--- config.mk ---
export PLATFORM = sky130hd
export DESIGN_NAME = arbiter2_rr_flat
export DESIGN_NICKNAME = d
export VERILOG_FILES = /design/src/rtl/arbiter2_rr_if.sv /design/src/rtl/arbiter2_rr.sv /design/src/flat_wrapper.sv
export SDC_FILE = /design/constraint.sdc
export NUM_CORES = 1
export LEC_CHECK = 0
export ABC_AREA = 0
export BUFFER_PORTS_ARGS = -buffer_cell sky130_fd_sc_hd__buf_2
export CAP_MARGIN = 0
export CORE_AREA = 2 2 39 41
export CTS_CLUSTER_SIZE = 25
export DETAILED_ROUTE_END_ITERATION = 8
export DIE_AREA = 0 0 41 43
export PLACE_DENSITY_LB_ADDON = 0.2
export SLEW_MARGIN = 10
export SYNTH_ARGS = -nofsm -noshare
export SYNTH_HDL_FRONTEND = slang
export SYNTH_SLANG_ARGS = --single-unit
--- constraint.sdc ---
create_clock -name clk -period 1.8 [get_ports clk]
set_clock_uncertainty 0.2 [all_clocks]
set_input_delay 0.36 -clock clk [delete_from_list [all_inputs] [get_ports clk]]
set_output_delay 0.36 -clock clk [all_outputs]
set_load 0.01 [all_outputs]
--- src/rtl/arbiter2_rr_if.sv ---
// Request/grant bundle between requesters and the two-way round-robin arbiter.
// The master side drives requests and done; the slave side is the arbiter itself.
interface arbiter2_rr_if;
   logic req0;
   logic req1;
   logic done;
   logic gnt0;
   logic gnt1;
   logic busy;
   logic last;
   logic timeout;

   modport master (
      output req0, req1, done,
      input  gnt0, gnt1, busy, last, timeout
   );

   modport slave (
      input  req0, req1, done,
      output gnt0, gnt1, busy, last, timeout
   );
endinterface

--- src/rtl/arbiter2_rr.sv ---
// Two-requester round-robin arbiter with a hold-time limit that forces release.
// Grant lines are a decoded registered index gated by the busy state.
module decoder1to2 (
   input  logic       sel,
   output logic [1:0] y
);
   always_comb begin
      y = 2'b00;
      y[sel] = 1'b1;
   end
endmodule

module arbiter2_rr #(
   parameter int unsigned HOLD_MAX = 4,
   parameter int unsigned CNT_W    = 3
) (
   input  logic          clk,
   input  logic          rst,
   arbiter2_rr_if.slave  bus
);
   localparam logic [CNT_W-1:0] CntMax = CNT_W'(HOLD_MAX - 1);

   typedef enum logic [0:0] {StIdle, StGrant} state_e;

   state_e           state_q;
   logic             idx_q;
   logic [CNT_W-1:0] cnt_q;
   logic             last_q;
   logic             timeout_q;

   logic             winner;
   logic             holder_req;
   logic             busy;
   logic [1:0]       dec;

   // A tie goes to whoever did not win last; a lone request wins outright.
   always_comb begin
      winner     = (bus.req0 && bus.req1) ? ~last_q : bus.req1;
      holder_req = idx_q ? bus.req1 : bus.req0;
   end

   always_ff @(posedge clk) begin
      if (rst) begin
         state_q   <= StIdle;
         idx_q     <= 1'b0;
         cnt_q     <= '0;
         last_q    <= 1'b1;
         timeout_q <= 1'b0;
      end else begin
         timeout_q <= 1'b0;
         unique case (state_q)
            StIdle: begin
               if (bus.req0 || bus.req1) begin
                  idx_q   <= winner;
                  last_q  <= winner;
                  cnt_q   <= '0;
                  state_q <= StGrant;
               end
            end
            StGrant: begin
               // done beats the hold limit, so a coincident done never flags timeout.
               if (bus.done || !holder_req) begin
                  state_q <= StIdle;
               end else if (cnt_q == CntMax) begin
                  state_q   <= StIdle;
                  timeout_q <= 1'b1;
               end else begin
                  cnt_q <= cnt_q + 1'b1;
               end
            end
            default: state_q <= StIdle;
         endcase
      end
   end

   assign busy = (state_q == StGrant);

   decoder1to2 u_dec (
      .sel (idx_q),
      .y   (dec)
   );

   assign bus.gnt0    = dec[0] & busy;
   assign bus.gnt1    = dec[1] & busy;
   assign bus.busy    = busy;
   assign bus.last    = last_q;
   assign bus.timeout = timeout_q;
endmodule

--- src/flat_wrapper.sv ---
// flat-port wrapper written by rule: the top's interface ports become plain ports
module arbiter2_rr_flat 
#(
   parameter int unsigned HOLD_MAX = 4,
   parameter int unsigned CNT_W    = 3
)
  (clk, rst, bus_req0, bus_req1, bus_done, bus_gnt0, bus_gnt1, bus_busy, bus_last, bus_timeout);
  arbiter2_rr_if bus_i ();
  input  logic clk;
  input  logic rst;
  input wire logic [$bits(bus_i.req0)-1:0] bus_req0;
  input wire logic [$bits(bus_i.req1)-1:0] bus_req1;
  input wire logic [$bits(bus_i.done)-1:0] bus_done;
  output wire logic [$bits(bus_i.gnt0)-1:0] bus_gnt0;
  output wire logic [$bits(bus_i.gnt1)-1:0] bus_gnt1;
  output wire logic [$bits(bus_i.busy)-1:0] bus_busy;
  output wire logic [$bits(bus_i.last)-1:0] bus_last;
  output wire logic [$bits(bus_i.timeout)-1:0] bus_timeout;
  assign bus_i.req0 = bus_req0;
  assign bus_i.req1 = bus_req1;
  assign bus_i.done = bus_done;
  assign bus_gnt0 = bus_i.gnt0;
  assign bus_gnt1 = bus_i.gnt1;
  assign bus_busy = bus_i.busy;
  assign bus_last = bus_i.last;
  assign bus_timeout = bus_i.timeout;
  arbiter2_rr #(.HOLD_MAX(HOLD_MAX), .CNT_W(CNT_W)) u_core (.clk(clk), .rst(rst), .bus(bus_i));
endmodule
# After elaboration in Yosys (flattened, before gate mapping)
# Index checks and enable logic that the tools add are counted.
totals:
  out_inout_bits: 5
  ff_bits: 7
classes:
  bitwise_logic: 4
  n_reduce_logical: 8
  magnitude_cmp: 2
  n_addsub: 1
  n_mux: 13
  n_eq_ne: 4
ops:
  columns: ["operator", "n"]
  rows:
  - ["two-way mux 3 bit", 3]
  - ["two-way mux 1 bit", 7]
  - ["one-hot mux 3 bit (2 select lines)", 1]
  - ["inequality test 2 bit, second input constant", 2]
  - ["adder 3 x 1 -> 3 bit, second input constant", 1]
  - ["== test 3 x 2 -> 1 bit, second input constant", 1]
  - ["AND reduction 3 bit", 1]
  - ["OR reduction 3 bit", 1]
  - ["bitwise AND 1 bit", 2]
  - ["logical AND 1 bit", 2]
  - ["logical OR 1 bit", 2]
  - ["< comparator 1 x 2 -> 1 bit, second input constant", 1]
  - ["inequality test 2 x 1 -> 1 bit, second input constant", 1]
  - ["NOT 1 bit", 2]
  - ["one-hot mux 1 bit (2 select lines)", 1]
  - ["AND reduction 2 bit", 1]
  - ["demux 1 bit (select 1 bit)", 1]
  - [">= comparator 1 bit, second input constant", 1]
  - ["logical NOT 1 bit", 1]

# Longest topological paths before layout
depth:
  word_depth: 5
  ltp_mapped: 5
  ltp_nobuf: 5

# Hierarchy
# A second synthesis with hierarchy kept.
hier_totals:
  cells_unflattened: 38
  area_unflattened_um2: 389.1
by_module_without_submodules:
  columns: ["mod", "area_each_um2", "seq_area_each_um2", "cells_each", "n_inst"]
  rows:
  - ["arbiter2_rr", 377.9, 140.1, 36, 1]
  - ["decoder1to2", 11.3, 0.0, 2, 1]

# Worst setup path before layout
# No wires, ideal clock.
synth_path:
  kind: "register -> register"
  startpoint: "reg u_core.cnt_q[0]"
  endpoint: "reg u_core.cnt_q[0]"
  stages_incl_launch_ff: 6
  arrival_time_ns: 1.250
  setup_slack_ns: 0.229
  n_path_buf: 0
  setup_time_ns: 0.121
  required_ns: 1.479
  cell_sequence: "dfxtp_1 > ha_1 > ha_1 > nor2_1 > nand3_4 > mux2_4"
synth_between:
  elab_chain_len: 4
synth_lines:
  columns: ["element", "line", "source"]
  rows:
  - ["from (decl)", "arbiter2_rr.sv:27", "logic [CNT_W-1:0] cnt_q;"]
  - ["from (signal assigned)", "arbiter2_rr.sv:68", "cnt_q <= cnt_q + 1'b1;"]
  - ["adder 3 x 1 -> 3 bit", "arbiter2_rr.sv:68", null]
  - ["two-way mux 3 bit", "arbiter2_rr.sv:64", "end else if (cnt_q == CntMax) begin"]
  - ["two-way mux 3 bit", "arbiter2_rr.sv:62", "if (bus.done || !holder_req) begin"]
  - ["one-hot mux 3 bit (2 select lines)", "arbiter2_rr.sv:51", "unique case (state_q)"]
# Several ways; a longest one is shown, not always the timed one. The select of a mux whose other input is x is not followed.
# A chain may end at the register's enable or synchronous reset.

# Worst setup path after layout
# Ends and elaborated chain as after synthesis.

==> impl_metrics.yaml <==
die:
  ioPinCount: 10
  core_area_um2: 1380
  initial_core_util_pct: 26.9
  die_area_um2: 1760
  fp-row-count: 14
  die_y_um: 43
  fp.dieW_um: 41
sta:
  worstMarginPinSlew_ps: 298
  fmax_ghz: 0.606
  hold_viol_final: 0
  slew_headroom_pct: 80.1
  setup_viol: 0
  setup_slack_ps: 150
  rsz0062_at_grt: "false"
  fin_crit_sh_pct: 91.7
  whs_ps: 100
  fin_crit_ps: 1650
  tns_ps: 0
  slew_viol_final: 0
route:
  num_vias: 280
  route.detailed.drc: 0
  wl_per_cell_um: 9.69
  post_drt_via_cell_ratio: 4.38
  drtPass1Iterations: 4
  drtAntennaViolNets: 0
  wl_um: 620
  drtIter0Drc: 4
cts:
  cts_setup_buffers: 0
  cts_tree: "done"
  cts_sinks: 7
  path_clk_slew_ps: 50
  numCtsBuffers: 3
  hold_buffers: 0
  cts.path.max_buffers: 2
  post_cts_resized: 0
  insertion_delay_ps: 250
  h-tree-depth: 1
  root_buffer: "clkbuf_4"
synth:
  ys_seq_elements: 7
  syn_area_um2: 373
  synth_cell_type_count: 19
  synth.area.mux_share_pct: 14.8
  synthSimpleGateAreaFrac_pct: 29.9
  synth.top_cell.area_share_pct: 37.6
  synth_top_area_cell: "dfxtp_1"
  synth_compound_area_share_pct: 8.05
  synth_fa_ha_area_share_pct: 6.71
  synth_fp_nets: 43
  yosys_warnings: 0
  synthXorXnorAreaFrac_pct: 0
  yosysSeqAreaShare_pct: 37.6
  syn_area_per_cell_um2: 10.4
  synth_top_family_by_area: "simple AND/OR/NAND/NOR gates"
  synthTopCellsByArea: "dfxtp_1, mux2_4, ha_1"
  synth_cells: 36
worst_setup_path:
  start_kind: "flip-flop"
  crit_path_cell_trace: "ha_1, ha_1, nor2_1, nand3_4, mux2_4"
  cp_common_cell: "ha_1"
  r2r_slack_ps: 150
  worstSetupPathType: "flip-flop to flip-flop"
  worst-path-buf-inv: 0
  cp_slowest_cell: "dfxtp_1"
  required_ps: 1740
  cp.arrival_ps: 1590
  rr_endpoint: "u_core.cnt_q[0]$_SDFFE_PP0P_"
  ff2ff_path_depth: 5
  cp-end-kind: "flip-flop"
  critPathMaxFanout: 4
  startpoint: "u_core.cnt_q[0]$_SDFFE_PP0P_"
  r2r-start: "u_core.cnt_q[0]$_SDFFE_PP0P_"
  slowest_delay_ps: 320
  path_delay_family: "adder cells"
global_route:
  antenna_found_initial: 0
  grt_max_degree: 11
  grt.total_usage_pct: 8.67
  grt_pass1_wl_um: 993
  grt_overflow: 0
  grt_pass1_vias: 246
power:
  power_density_nw_per_um2: 782
  p_leak_uw: 0.000213
  p_total_uw: 360
  peakVddDrop_mv: 0.393
cells_and_area:
  diodes: 0
  fin_cells: 64
  drive_gt1_share_pct: 35.4
  syn_to_final_growth_pct: 23.5
  final_cell_mix: "buf_2, dfxtp_1, nor2_1"
  fillCellCount: 145
  layout.nets: 56
  mostFrequentLayoutCell: "buf_2"
placement:
  placed_cells: 60
  port_buffers: 9
  gp_congestion: 0.663
  pre_cts_ws_ps: 166
outcome:
  outcome: "complete, no violations"
hold_path:
  hold_path_depth: 2
  whs_endpoint: "u_core.bus.timeout$_SDFF_PP0_"
  hold_path.class: "input pin to flip-flop"
  hp-start: "bus_done"
run:
  maxCapViolations: 0
==> synthesized netlist by cell type <==
master	instances
nand2_1	1
a211o_1	1
nand2b_1	3
dfxtp_1	7
nor2_1	5
nand3_4	1
nor3b_1	2
and2_1	1
nor4b_2	1
mux2_4	3
mux2i_1	1
and3b_1	1
nand3b_1	1
ha_1	2
clkbuf_1	1
inv_1	2
a21oi_1	1
a32oi_1	1
o21bai_1	1
==> report_power, final <==
part / leakage, uW / switching, uW / internal [uW]
Clock: 0.0000150 / 55.2 / 84.4
Sequential: 0.0000572 / 8.46 / 162
Combinational: 0.000141 / 25.1 / 25.1
==> stage by stage <==
stage / area [um2] / util, %
4_1_cts: 460 / 33.3
3_5_place_dp: 434 / 31.4
5_1_grt: 460 / 33.3
6_report: 460 / 33.3
3_3_place_gp: 434 / 31.4
2_1_floorplan: 373 / -
==> worst max path at each step <==
stage,cells after the start,endpoint
2_1_floorplan,5,u_core.cnt_q[0]$_SDFFE_PP0P_
3_3_place_gp,5,u_core.cnt_q[2]$_SDFFE_PP0P_
3_5_place_dp,5,u_core.cnt_q[0]$_SDFFE_PP0P_
4_1_cts,5,u_core.cnt_q[0]$_SDFFE_PP0P_
5_1_grt,3,bus_gnt0
6_report,5,u_core.cnt_q[0]$_SDFFE_PP0P_
==> sequential cells by signal (all words and copies together), names as in the netlist <==
name,cells
u_core.bus.timeout,1
u_core.idx_q,1
u_core.cnt_q,3
u_core.bus.last,1
u_core.bus.busy,1
==> cell families (layout without fill, tap and decap cells) <==
kind of cell               after synthesis  after routing
muxes                                    4              4
AOI/OAI and AO/OA                        4              4
adders and majority gates                2              2
buffers and inverters                    3             15
and+or+nand+nor                         16             16
DFF                                      7              7
==> layout make-up <==
cell class	instances	area, um2	area share (%)
clock buffer	4	26.3	5.71
inverter	2	7.51	1.63
multi-input combinational	26	221	48.1
sequential	7	140	30.4
tap	16	20.0	4.35
timing repair buffer	9	45.0	9.78
==> worst register-to-register path: stages, from the launching register on <==
cell	delay, ps
dfxtp_1	320
ha_1	200
ha_1	200
nor2_1	180
nand3_4	130
mux2_4	320
==> metal layers <==
| layer | part of all wire, % | GRT usage, % |
|---|---|---|
| met1 | 52 | 12.4 |
| met2 | 43 | 9.38 |
| met3 | 4.5 | 4.71 |
| met4 | 0 | 6.00 |
| met5 | 0 | 0 |
(Power assumes the default switching activity.)
